**config.mk**
```make
export PLATFORM = sky130hd
export DESIGN_NAME = msrh_l2_req_router
export DESIGN_NICKNAME = d
export VERILOG_FILES = /design/src/rtl/msrh_l2_req_router.sv
export SDC_FILE = /design/constraint.sdc
export NUM_CORES = 1
export LEC_CHECK = 0
export ABC_CLOCK_PERIOD_IN_PS = 3500
export CAP_MARGIN = 15
export CORE_AREA = 2 2 774 776
export CTS_CLUSTER_SIZE = 8
export DETAILED_ROUTE_END_ITERATION = 16
export DIE_AREA = 0 0 776 778
export GPL_TIMING_DRIVEN = 1
export HOLD_SLACK_MARGIN = 0.12
export PLACE_DENSITY = 0.3
export SLEW_MARGIN = 20
export SYNTH_ARGS = -nofsm -noshare
export SYNTH_HDL_FRONTEND = slang
export SYNTH_SLANG_ARGS = --single-unit
```
**constraint.sdc**
```tcl
create_clock -name i_clk -period 3.5 [get_ports i_clk]
set_input_delay 0.525 -clock i_clk [delete_from_list [all_inputs] [get_ports i_clk]]
set_output_delay 0.525 -clock i_clk [all_outputs]
set_load 0.1 [all_outputs]
```
**src/rtl/msrh_l2_req_router.sv**
```systemverilog
// msrh_l2_req_router: N-port request arbiter / response router in front of one L2 port.
// Request and response paths are combinational; arbitration pointer, grant lock,
// per-port outstanding-read counters and the sticky error flag are registered.
// The command encoding is a parameter so the block stands alone; M_XRD defaults
// to the LSU read encoding (any other value is treated as a write).

// Per-port bookkeeping: outstanding-read counter and read-cap eligibility.
module msrh_l2_req_router_lane #(
    parameter int MAX_OUTST = 4
) (
    input  logic clk,
    input  logic rst_n,
    input  logic req_valid,
    input  logic req_is_rd,
    input  logic req_accept,
    input  logic resp_hs,
    output logic eligible,
    output logic underflow
);
    logic [3:0] outst;
    logic       inc;

    assign inc       = req_accept & req_is_rd;
    assign eligible  = req_valid & ~(req_is_rd & (outst == 4'(MAX_OUTST)));
    assign underflow = resp_hs & (outst == 4'd0);

    // Count reads in flight; a simultaneous issue and return cancels, 0 never wraps.
    always_ff @(posedge clk or negedge rst_n) begin
        if (!rst_n) begin
            outst <= '0;
        end else if (inc && !resp_hs) begin
            outst <= outst + 4'd1;
        end else if (!inc && resp_hs && (outst != 4'd0)) begin
            outst <= outst - 4'd1;
        end
    end
endmodule

module msrh_l2_req_router #(
    parameter int              REQ_PORTS = 3,
    parameter int              TAG_W     = 8,
    parameter int              ADDR_W    = 56,
    parameter int              DATA_W    = 256,
    parameter int              CMD_W     = 5,
    parameter logic [CMD_W-1:0] M_XRD    = '0,
    parameter int              ARB_MODE  = 0,
    parameter int              MAX_OUTST = 4,
    localparam int             PORT_W    = $clog2(REQ_PORTS)
) (
    input  logic                                  i_clk,
    input  logic                                  i_reset_n,
    input  logic [REQ_PORTS-1:0]                  i_req_valid,
    input  logic [REQ_PORTS-1:0][CMD_W-1:0]       i_req_cmd,
    input  logic [REQ_PORTS-1:0][ADDR_W-1:0]      i_req_addr,
    input  logic [REQ_PORTS-1:0][TAG_W-1:0]       i_req_tag,
    input  logic [REQ_PORTS-1:0][DATA_W-1:0]      i_req_data,
    input  logic [REQ_PORTS-1:0][DATA_W/8-1:0]    i_req_byte_en,
    output logic [REQ_PORTS-1:0]                  o_req_ready,
    output logic [REQ_PORTS-1:0]                  o_resp_valid,
    output logic [TAG_W-1:0]                      o_resp_tag,
    output logic [DATA_W-1:0]                     o_resp_data,
    input  logic [REQ_PORTS-1:0]                  i_resp_ready,
    output logic                                  o_l2_req_valid,
    output logic [CMD_W-1:0]                      o_l2_req_cmd,
    output logic [ADDR_W-1:0]                     o_l2_req_addr,
    output logic [TAG_W+PORT_W-1:0]               o_l2_req_tag,
    output logic [DATA_W-1:0]                     o_l2_req_data,
    output logic [DATA_W/8-1:0]                   o_l2_req_byte_en,
    input  logic                                  i_l2_req_ready,
    input  logic                                  i_l2_resp_valid,
    input  logic [TAG_W+PORT_W-1:0]               i_l2_resp_tag,
    input  logic [DATA_W-1:0]                     i_l2_resp_data,
    output logic                                  o_l2_resp_ready,
    output logic                                  o_err
);
    typedef struct packed {
        logic [CMD_W-1:0]    cmd;
        logic [ADDR_W-1:0]   addr;
        logic [TAG_W-1:0]    tag;
        logic [DATA_W-1:0]   data;
        logic [DATA_W/8-1:0] byte_en;
    } req_t;

    logic [REQ_PORTS-1:0] elig, resp_hs, underflow;
    logic [PORT_W-1:0]    rr_ptr, lock_id, start, hi_id, lo_id, arb_id, winner, pid;
    logic                 lock, lock_hold, found_hi, req_fire, pid_ok, err_set;
    req_t                 win_req;

    // A held grant survives only while the locked port still has an eligible request.
    assign lock_hold = lock & elig[lock_id];

    // Scan for the first eligible port at/after the start point, wrapping to the lowest.
    always_comb begin
        start    = (ARB_MODE != 0) ? rr_ptr : '0;
        hi_id    = '0;
        lo_id    = '0;
        found_hi = 1'b0;
        for (int p = REQ_PORTS - 1; p >= 0; p--) begin
            if (elig[p]) begin
                lo_id = PORT_W'(p);
                if (PORT_W'(p) >= start) begin
                    hi_id    = PORT_W'(p);
                    found_hi = 1'b1;
                end
            end
        end
        arb_id = found_hi ? hi_id : lo_id;
    end

    assign winner         = lock_hold ? lock_id : arb_id;
    assign o_l2_req_valid = |elig;
    assign req_fire       = o_l2_req_valid & i_l2_req_ready;

    // Steer the winning port's request fields downstream.
    always_comb begin
        win_req.cmd     = i_req_cmd[winner];
        win_req.addr    = i_req_addr[winner];
        win_req.tag     = i_req_tag[winner];
        win_req.data    = i_req_data[winner];
        win_req.byte_en = i_req_byte_en[winner];
    end

    assign o_l2_req_cmd     = win_req.cmd;
    assign o_l2_req_addr    = win_req.addr;
    assign o_l2_req_tag     = {winner, win_req.tag};
    assign o_l2_req_data    = win_req.data;
    assign o_l2_req_byte_en = win_req.byte_en;

    // Response side: the upper tag bits select the port; out-of-range ids are sunk.
    assign pid             = i_l2_resp_tag[TAG_W +: PORT_W];
    assign pid_ok          = ({1'b0, pid} < (PORT_W + 1)'(REQ_PORTS));
    assign o_l2_resp_ready = pid_ok ? i_resp_ready[pid] : 1'b1;
    assign o_resp_tag      = i_l2_resp_tag[TAG_W-1:0];
    assign o_resp_data     = i_l2_resp_data;

    genvar g;
    generate
        for (g = 0; g < REQ_PORTS; g++) begin : g_lane
            assign o_req_ready[g]  = req_fire & (winner == PORT_W'(g));
            assign o_resp_valid[g] = i_l2_resp_valid & pid_ok & (pid == PORT_W'(g));
            assign resp_hs[g]      = o_resp_valid[g] & i_resp_ready[g];

            msrh_l2_req_router_lane #(.MAX_OUTST(MAX_OUTST)) u_lane (
                .clk       (i_clk),
                .rst_n     (i_reset_n),
                .req_valid (i_req_valid[g]),
                .req_is_rd (i_req_cmd[g] == M_XRD),
                .req_accept(o_req_ready[g]),
                .resp_hs   (resp_hs[g]),
                .eligible  (elig[g]),
                .underflow (underflow[g])
            );
        end
    endgenerate

    assign err_set = (lock & ~i_req_valid[lock_id])
                   | (i_l2_resp_valid & ~pid_ok)
                   | (|underflow);

    // Round-robin pointer, grant lock under backpressure and sticky error flag.
    always_ff @(posedge i_clk or negedge i_reset_n) begin
        if (!i_reset_n) begin
            rr_ptr  <= '0;
            lock    <= 1'b0;
            lock_id <= '0;
            o_err   <= 1'b0;
        end else begin
            if (req_fire) begin
                rr_ptr <= (winner == PORT_W'(REQ_PORTS - 1)) ? '0 : winner + PORT_W'(1);
            end
            lock <= o_l2_req_valid & ~i_l2_req_ready;
            if (o_l2_req_valid && !i_l2_req_ready) begin
                lock_id <= winner;
            end
            if (err_set) begin
                o_err <= 1'b1;
            end
        end
    end
endmodule

```
==> impl_metrics.prom <==
# TYPE chip_impl_metric gauge
chip_impl_info{name="outcome",value="complete, but fails checks"} 1
chip_impl_info{name="violations",value="setup timing"} 1
chip_impl_metric{name="drive_above_1_share",unit=""} 0.3690
chip_impl_metric{name="dp_slack",unit="ns"} -1.705
chip_impl_metric{name="power_frac_comb",unit=""} 0.961
chip_impl_metric{name="synth_enable_flop_cells",unit=""} 0
chip_impl_metric{name="hold_viol_final",unit=""} 0
chip_impl_metric{name="drc_errors_left",unit=""} 0
chip_impl_metric{name="place.detailed.hpwl",unit="um"} 408900
chip_impl_metric{name="setup_tns",unit="ns"} -123.57
chip_impl_metric{name="max_slew_margin",unit=""} 0.4724
chip_impl_metric{name="post_synthesis_sequential_element_count",unit=""} 16
chip_impl_metric{name="htreeDepth",unit=""} 1
chip_impl_info{name="clock_tree_from_tritoncts",value="built"} 1
chip_impl_metric{name="cts.path.max_buffers",unit=""} 2
chip_impl_metric{name="cp_max_stage_delay",unit="ns"} 0.60
chip_impl_metric{name="row_count",unit=""} 284
chip_impl_info{name="synth-main-ff-cell",value="dfrtp_1"} 1
chip_impl_metric{name="antenna_violating_nets_post_route",unit=""} 0
chip_impl_metric{name="buffer_ports.inserted",unit=""} 1450
chip_impl_metric{name="clock-sinks",unit=""} 16
chip_impl_metric{name="clock-skew-final",unit="ns"} 0.001302
chip_impl_metric{name="areaGrowthSynthToFinish",unit="%"} 337.6
chip_impl_metric{name="power_switching",unit="mW"} 8.240
chip_impl_metric{name="synthesis.yosys.warnings",unit=""} 0
chip_impl_metric{name="clock_latency",unit="ns"} 0.25
chip_impl_metric{name="grt_use_total",unit=""} 0.1382
chip_impl_info{name="worst_path_max_delay_cell",value="or4b_4"} 1
chip_impl_metric{name="floorplan.die_area",unit="um^2"} 603700
chip_impl_metric{name="setup_slack",unit="ns"} -0.4865
chip_impl_metric{name="drt_pass1_iterations",unit=""} 5
chip_impl_metric{name="core_area",unit="um^2"} 595900
chip_impl_metric{name="yosysTopAreaCellShare",unit=""} 0.3191
chip_impl_metric{name="swShare",unit=""} 0.5968
chip_impl_info{name="cell_by_cell_listing_of_the_critical_path",value="or4b_4, o311a_4, nor3_4, buf_12, buf_16, buf_12, buf_12, buf_16, buf_12, buf_8, a22o_1, a21o_1, buf_12"} 1
chip_impl_metric{name="fmax",unit="MHz"} 250.8
chip_impl_metric{name="worstMarginPinSlew",unit="ns"} 0.7890
chip_impl_metric{name="mappedNetlistArea",unit="um^2"} 9910
chip_impl_metric{name="vias",unit=""} 19910
chip_impl_metric{name="vias_per_cell",unit=""} 1.871
chip_impl_metric{name="syn_inst",unit=""} 1263
chip_impl_metric{name="detail_route.wirelength",unit="um"} 440800
chip_impl_metric{name="grt_start_max_net_pins",unit=""} 54
chip_impl_metric{name="fin_total_pwr",unit="mW"} 13.81
chip_impl_metric{name="number_of_distinct_standard_cells_referenced_by_the_synthesized_netlist",unit=""} 56
chip_impl_metric{name="grt_pass1_vias",unit=""} 19660
chip_impl_metric{name="floorplan.io_pins",unit=""} 1979
chip_impl_metric{name="grtUsageMet1",unit=""} 0.1434
chip_impl_metric{name="clock_power_share",unit=""} 0.018
chip_impl_metric{name="initial_core_util",unit=""} 0.01663
chip_impl_metric{name="nets",unit=""} 4067
chip_impl_metric{name="clk_transition_reported_paths",unit="ns"} 0.05
chip_impl_metric{name="initial_antenna_violation_count",unit=""} 332
chip_impl_metric{name="mappedNetlistNets",unit=""} 2619
chip_impl_info{name="path_common_cell",value="buf_12"} 1
chip_impl_info{name="hold_path.class",value="register to register"} 1
chip_impl_info{name="ys_top_cells_by_area",value="a22o_1, a21o_1, buf_4, buf_2, dfrtp_1"} 1
chip_impl_info{name="critical_path.endpoint_type",value="output pin"} 1
chip_impl_metric{name="critical_path_peak_fanout",unit=""} 8
chip_impl_metric{name="setup_viol",unit=""} 361
chip_impl_metric{name="slew_violations",unit=""} 0
chip_impl_info{name="clk_root_buffer_cell",value="clkbuf_16"} 1
chip_impl_metric{name="grt_remaining_overflow",unit=""} 0
chip_impl_metric{name="grt_use_met2",unit=""} 0.1929
chip_impl_metric{name="cts_bufs_inserted",unit=""} 3
chip_impl_metric{name="cp.required",unit="ns"} 2.97
chip_impl_metric{name="post-route-period-util",unit=""} 1.139
chip_impl_metric{name="die_h",unit="um"} 778
chip_impl_info{name="crit_path_start_kind",value="register"} 1
chip_impl_metric{name="die_w",unit="um"} 776
chip_impl_info{name="grt_busiest_layer",value="met2"} 1
chip_impl_metric{name="worst_ir_drop_vdd",unit="mV"} 0.1609
chip_impl_metric{name="power.share.sequential",unit=""} 0.021
chip_impl_metric{name="gr-usage-met3",unit=""} 0.1410
chip_impl_metric{name="synth-async-reset-ratio",unit=""} 1.000
chip_impl_info{name="unrepaired_setup_endpoints_after_global_routing",value="true"} 1
chip_impl_metric{name="worst_ep_arrival_time",unit="ns"} 3.46
chip_impl_metric{name="drt_first_iter_violations",unit=""} 1050
chip_impl_metric{name="cellInternalPower",unit="mW"} 5.567
chip_impl_metric{name="drv_cap",unit=""} 0
chip_impl_metric{name="gp_congestion",unit=""} 0.9360
chip_impl_metric{name="postSynthAreaPerCell",unit="um^2"} 7.846
chip_impl_metric{name="synth_seq_area_share",unit=""} 0.04040
chip_impl_metric{name="avgRoutedWirePerCell",unit="um"} 41.43
chip_impl_metric{name="grt_pass1_wl",unit="um"} 481300
chip_impl_info{name="synth_top_area_cell",value="a22o_1"} 1
chip_impl_metric{name="min_period",unit="ns"} 3.987
chip_impl_metric{name="leakage",unit="nW"} 15.66
chip_impl_info{name="criticalPathCategory",value="register to output pin"} 1
chip_impl_metric{name="cellPowerDensity",unit="nW/um^2"} 318.4
## registers in the layout, summed over array words and instances, names as in the netlist
| name | cells |
|---|---|
| g_lane.u_lane.outst | 12 |
| lock_id | 2 |
| lock | 1 |
| o_err | 1 |
## synthesized netlist by cell type, types with 5 or more instances
cell,n
a22o_1,361
a21o_1,358
buf_4,268
buf_2,113
dfrtp_1,16
nand2_1,16
nand3_1,11
a21oi_1,9
nor2_1,8
clkbuf_1,7
ha_1,6
nand4_1,6
nor4_1,5
## critical path, delay by kind of cell, from the launching register on
family                 cells  cell delay, ns
buffers and inverters      8            1.22
DFF                        1            0.38
and+or+nand+nor            2            0.80
AOI/OAI and AO/OA          3            0.63
## worst paths after layout
| kind | startpoint | endpoint | slack (ns) | cells past startpoint |
|---|---|---|---|---|
| setup / recovery | g_lane[0].u_lane.outst[1] | o_l2_req_data[41] | -0.49 | 13 |
| hold / removal | o_err | o_err | 0.52 | 2 |
| setup reg to reg | g_lane[2].u_lane.outst[0] | g_lane[1].u_lane.outst[2] | -0.15 | 15 |
| hold reg to reg | o_err | o_err | 0.52 | 2 |
| max in group asynchronous | i_reset_n | g_lane[1].u_lane.outst[3] | 2.26 | 1 |
| min in group asynchronous | i_reset_n | o_err | 0.74 | 1 |
## metrics by stage
| step | hold WS (ns) | area (um^2) | instances | util |
|---|---|---|---|---|
| after detailed placement | 0.5297 | 39200 | 10460 | 0.06579 |
| after global routing | 0.5790 | 43320 | 10620 | 0.07269 |
| after global placement | 0.5246 | 39200 | 10460 | 0.06577 |
| after CTS | 0.5466 | 42300 | 10560 | 0.07098 |
| after floorplan | 0.2294 | 9923 | 1263 | - |
| final | 0.5175 | 43360 | 10640 | 0.07276 |
## cell type report
cell class | instances | area, um^2
fill | 69380 | 552500
clock buffer | 4 | 88.84
antenna | 65 | 162.7
timing repair buffer | 1834 | 24320
multi-input combinational | 853 | 8538
tap | 7865 | 9841
sequential | 16 | 400.4
inverter | 3 | 11.26
## power groups by stage
stage	combinational [mW]	sequential (mW)	clock (mW)
after floorplan	6.62	0.332	0
after global placement	12.5	0.295	0
after detailed placement	12.5	0.294	0
after CTS	13.4	0.295	0.256
after global routing	13.8	0.301	0.265
final	13.3	0.293	0.251
## cell usage in the layout, fill, tap and decap left out, types with 4 or more instances in the layout
cell and count:
clkdlybuf4s50_1 1064, buf_12 495, a22o_1 272, a21o_1 244, a21o_4 114, buf_4 112
a22o_4 82, diode_2 65, buf_6 53, buf_16 48, buf_8 26, clkbuf_16 18
nand2_1 16, dfrtp_1 16, buf_2 12, nand3_1 11, a21oi_1 9, nor2_1 8
a22o_2 7, nand4_1 6, ha_1 6, nor4_1 5, o31a_1 4, a211oi_1 4
xor2_1 4, bufbuf_16 4
## per-layer routing
metal  vias to the layer above  routed length [um]
met1                      9124              156400
met2                      2423              170500
met3                       596               98710
met4                       116               13860
met5                         -                1317
li1                       7648                   -
## logic make-up after synthesis
| logic type | synth area share |
|---|---|
| compound gates | 0.6174 |
| buf+inv | 0.2658 |
| simple gates | 0.04685 |
| flops | 0.04040 |
| mux | 0.01061 |
| fa+ha+maj | 0.01364 |
| xor+xnor | 0.005303 |
## timing repair
action / in CTS / in global routing
hold buffers: 0 / 0
buffers inserted: 65 / 52
resized for setup: 362 / 184
pin swaps: 114 / 190
gates cloned: 31 / 16
endpoints found under the setup margin: 369 / 364
(Power assumes the default switching activity.)
==> variant (same settings) <==
`REQ_PORTS`: 3 -> 2.
--- a/src/rtl/msrh_l2_req_router.sv
+++ b/src/rtl/msrh_l2_req_router.sv
@@ -37,7 +37,7 @@
 endmodule
 
 module msrh_l2_req_router #(
-    parameter int              REQ_PORTS = 3,
+    parameter int              REQ_PORTS = 2,
     parameter int              TAG_W     = 8,
     parameter int              ADDR_W    = 56,
     parameter int              DATA_W    = 256,
Interface: changed (11 resized); port bits go from 1979 to 1616. The function was not compared with the original's and may differ.
==> variant against the original RTL <==
Register-to-register slack gained 0.27 ns. Sequential cell count fell by 5. Combinational power fell by 30%. Design area decreased by 24%. Worst hold slack better by 0.064 ns. Total power decreased by 29%. Via count down 41%. Critical path type is now primary input to output pin. Non-clock buffer count decreased by 592. Fmax up 9.5%. The run still ends with setup timing left. Wire length down 9.0%. Largest power group unchanged. Area after synthesis fell by 14%. Global-route usage shrank 1.1 points. Worst setup slack improved by 0.34 ns.
==> variant: results (changes against the original RTL) <==
Port Buffers=1087 (-25%); Critical-path top delay cell=or4_4; Slew HR=22.0% (-25 points); hold path depth=1 (-1); syn nets=1748 (-33%); number of global-route vias before repair=13100 (-33%); Worst R2R Setup Slack=0.12 ns (+0.27 ns); setup ws final=-0.142 ns (+0.345 ns); post-DP HPWL=387 mm (-5.4%); status=finished, violations left; register area share after synthesis=3.23% (-0.82 points); power share of the clock group=2.2% (+0.4 points); Synth top cells by count=319 x mux2_4, 267 x buf_4, 42 x mux2_2; max reg flops=8 (-4); Worst Setup SP=i_req_cmd[7]; Endpoint, Worst Hold=g_lane[1].u_lane.outst[3]; Sequential Power Share=2.6% (+0.5 points); Reg2Reg Depth=10 (-5); first-pass GRT wire length=434 mm (-9.8%); Peak VDD IR=0.155 mV (-3.7%); initial antenna violation count=123 (-63%); global-route usage over all layers=12.8% (-1.1 points); largest net degree at the start of global routing=18 (-67%); DR vias=11700 (-41%); worst setup path end=o_l2_req_data[122]; Worst EP arrival=3.12 ns (-0.34 ns); Finish-stage setup viols=124 (-66%); final hold slack=0.582 ns (+0.0641 ns); Initial DRC Count=465 (-56%); failing checks=setup timing; internal power=3.58 mW (-36%); final wirelength=401 mm (-9.0%); Fin Clk Skew=0.00327 ns (+0.00196 ns); critical path peak fanout=8 (unchanged); slowest stage delay, CP=0.53 ns (-0.07 ns); share of layout cells above drive strength 1=53.0% (+16 points); Filler cells=69700 (+0.52%); Placer Congestion=0.946 (+1.1%); Final min period=3.64 ns (-0.345 ns); Yosys cell types=42 (-25%); total negative slack=-7.66 ns (+115.91 ns); worst r2r dst=g_lane[0].u_lane.outst[3]; synth top area cells=mux2_4 56%, buf_4 23%, mux2_2 5.5%
-- variant: cell families (layout without fill, tap and decap cells) --
| family | Yosys count | after routing | synth area share [%] |
|---|---|---|---|
| buffers and inverters | 312 | 1250 | 28.7 |
| muxes | 366 | 366 | 62.2 |
| other | 0 | 19 | 0 |
| AOI/OAI and AO/OA | 19 | 19 | 1.67 |
| xor gates and xnor gates | 6 | 6 | 0.616 |
| and+or+nand+nor | 35 | 35 | 2.49 |
| DFF | 11 | 11 | 3.23 |
| adders and majority gates | 6 | 6 | 1.06 |
-- variant: metal layers --
layer  global-route usage [%]  part of all wire, %  vias up
met4                     1.57                  1.6       58
met3                     13.5                   23      227
li1                         -                    -     4311
met1                     10.0                   27     5477
met2                     22.2                   48     1589
met5                        0                0.096        -
-- variant: timing repair --
action | in CTS | in global routing
endpoints found under the hold margin | 0 | 0
gates resized for setup | 130 | 14
setup endpoints to repair | 367 | 318
buffers inserted | 24 | 7
cloned | 21 | 5
pin swaps | 4 | 2
hold buffers | 0 | 0
-- variant: layout make-up --
type	instances	share of cell area (%)
well taps	7865	29.9
multi-input cells	432	18.0
inverters	4	0.0457
diodes	19	0.145
repair buffers	1242	50.8
clock buffers	4	0.240
flip-flops and latches	11	0.837
-- variant: worst max-delay path: cells and delay by family --
family	cells	cell delay, ns
mux	1	0.33
compound gates	1	0.18
buf+inv	7	1.12
simple gates	3	0.85
-- variant: metrics by stage --
step                instance area [µm²]  utilization (%)  std cells  worst slack [ns]  total power, mW
finish                            32900             5.52       9577            -0.142             9.74
global route                      32900             5.51       9565            -0.189             10.1
floorplan                          8530                -        755             0.606             5.65
CTS                               32800             5.50       9554            -0.243             10.2
detailed placement                31400             5.28       9506             -1.18             9.60
global placement                  31400             5.28       9506             -1.25             9.70
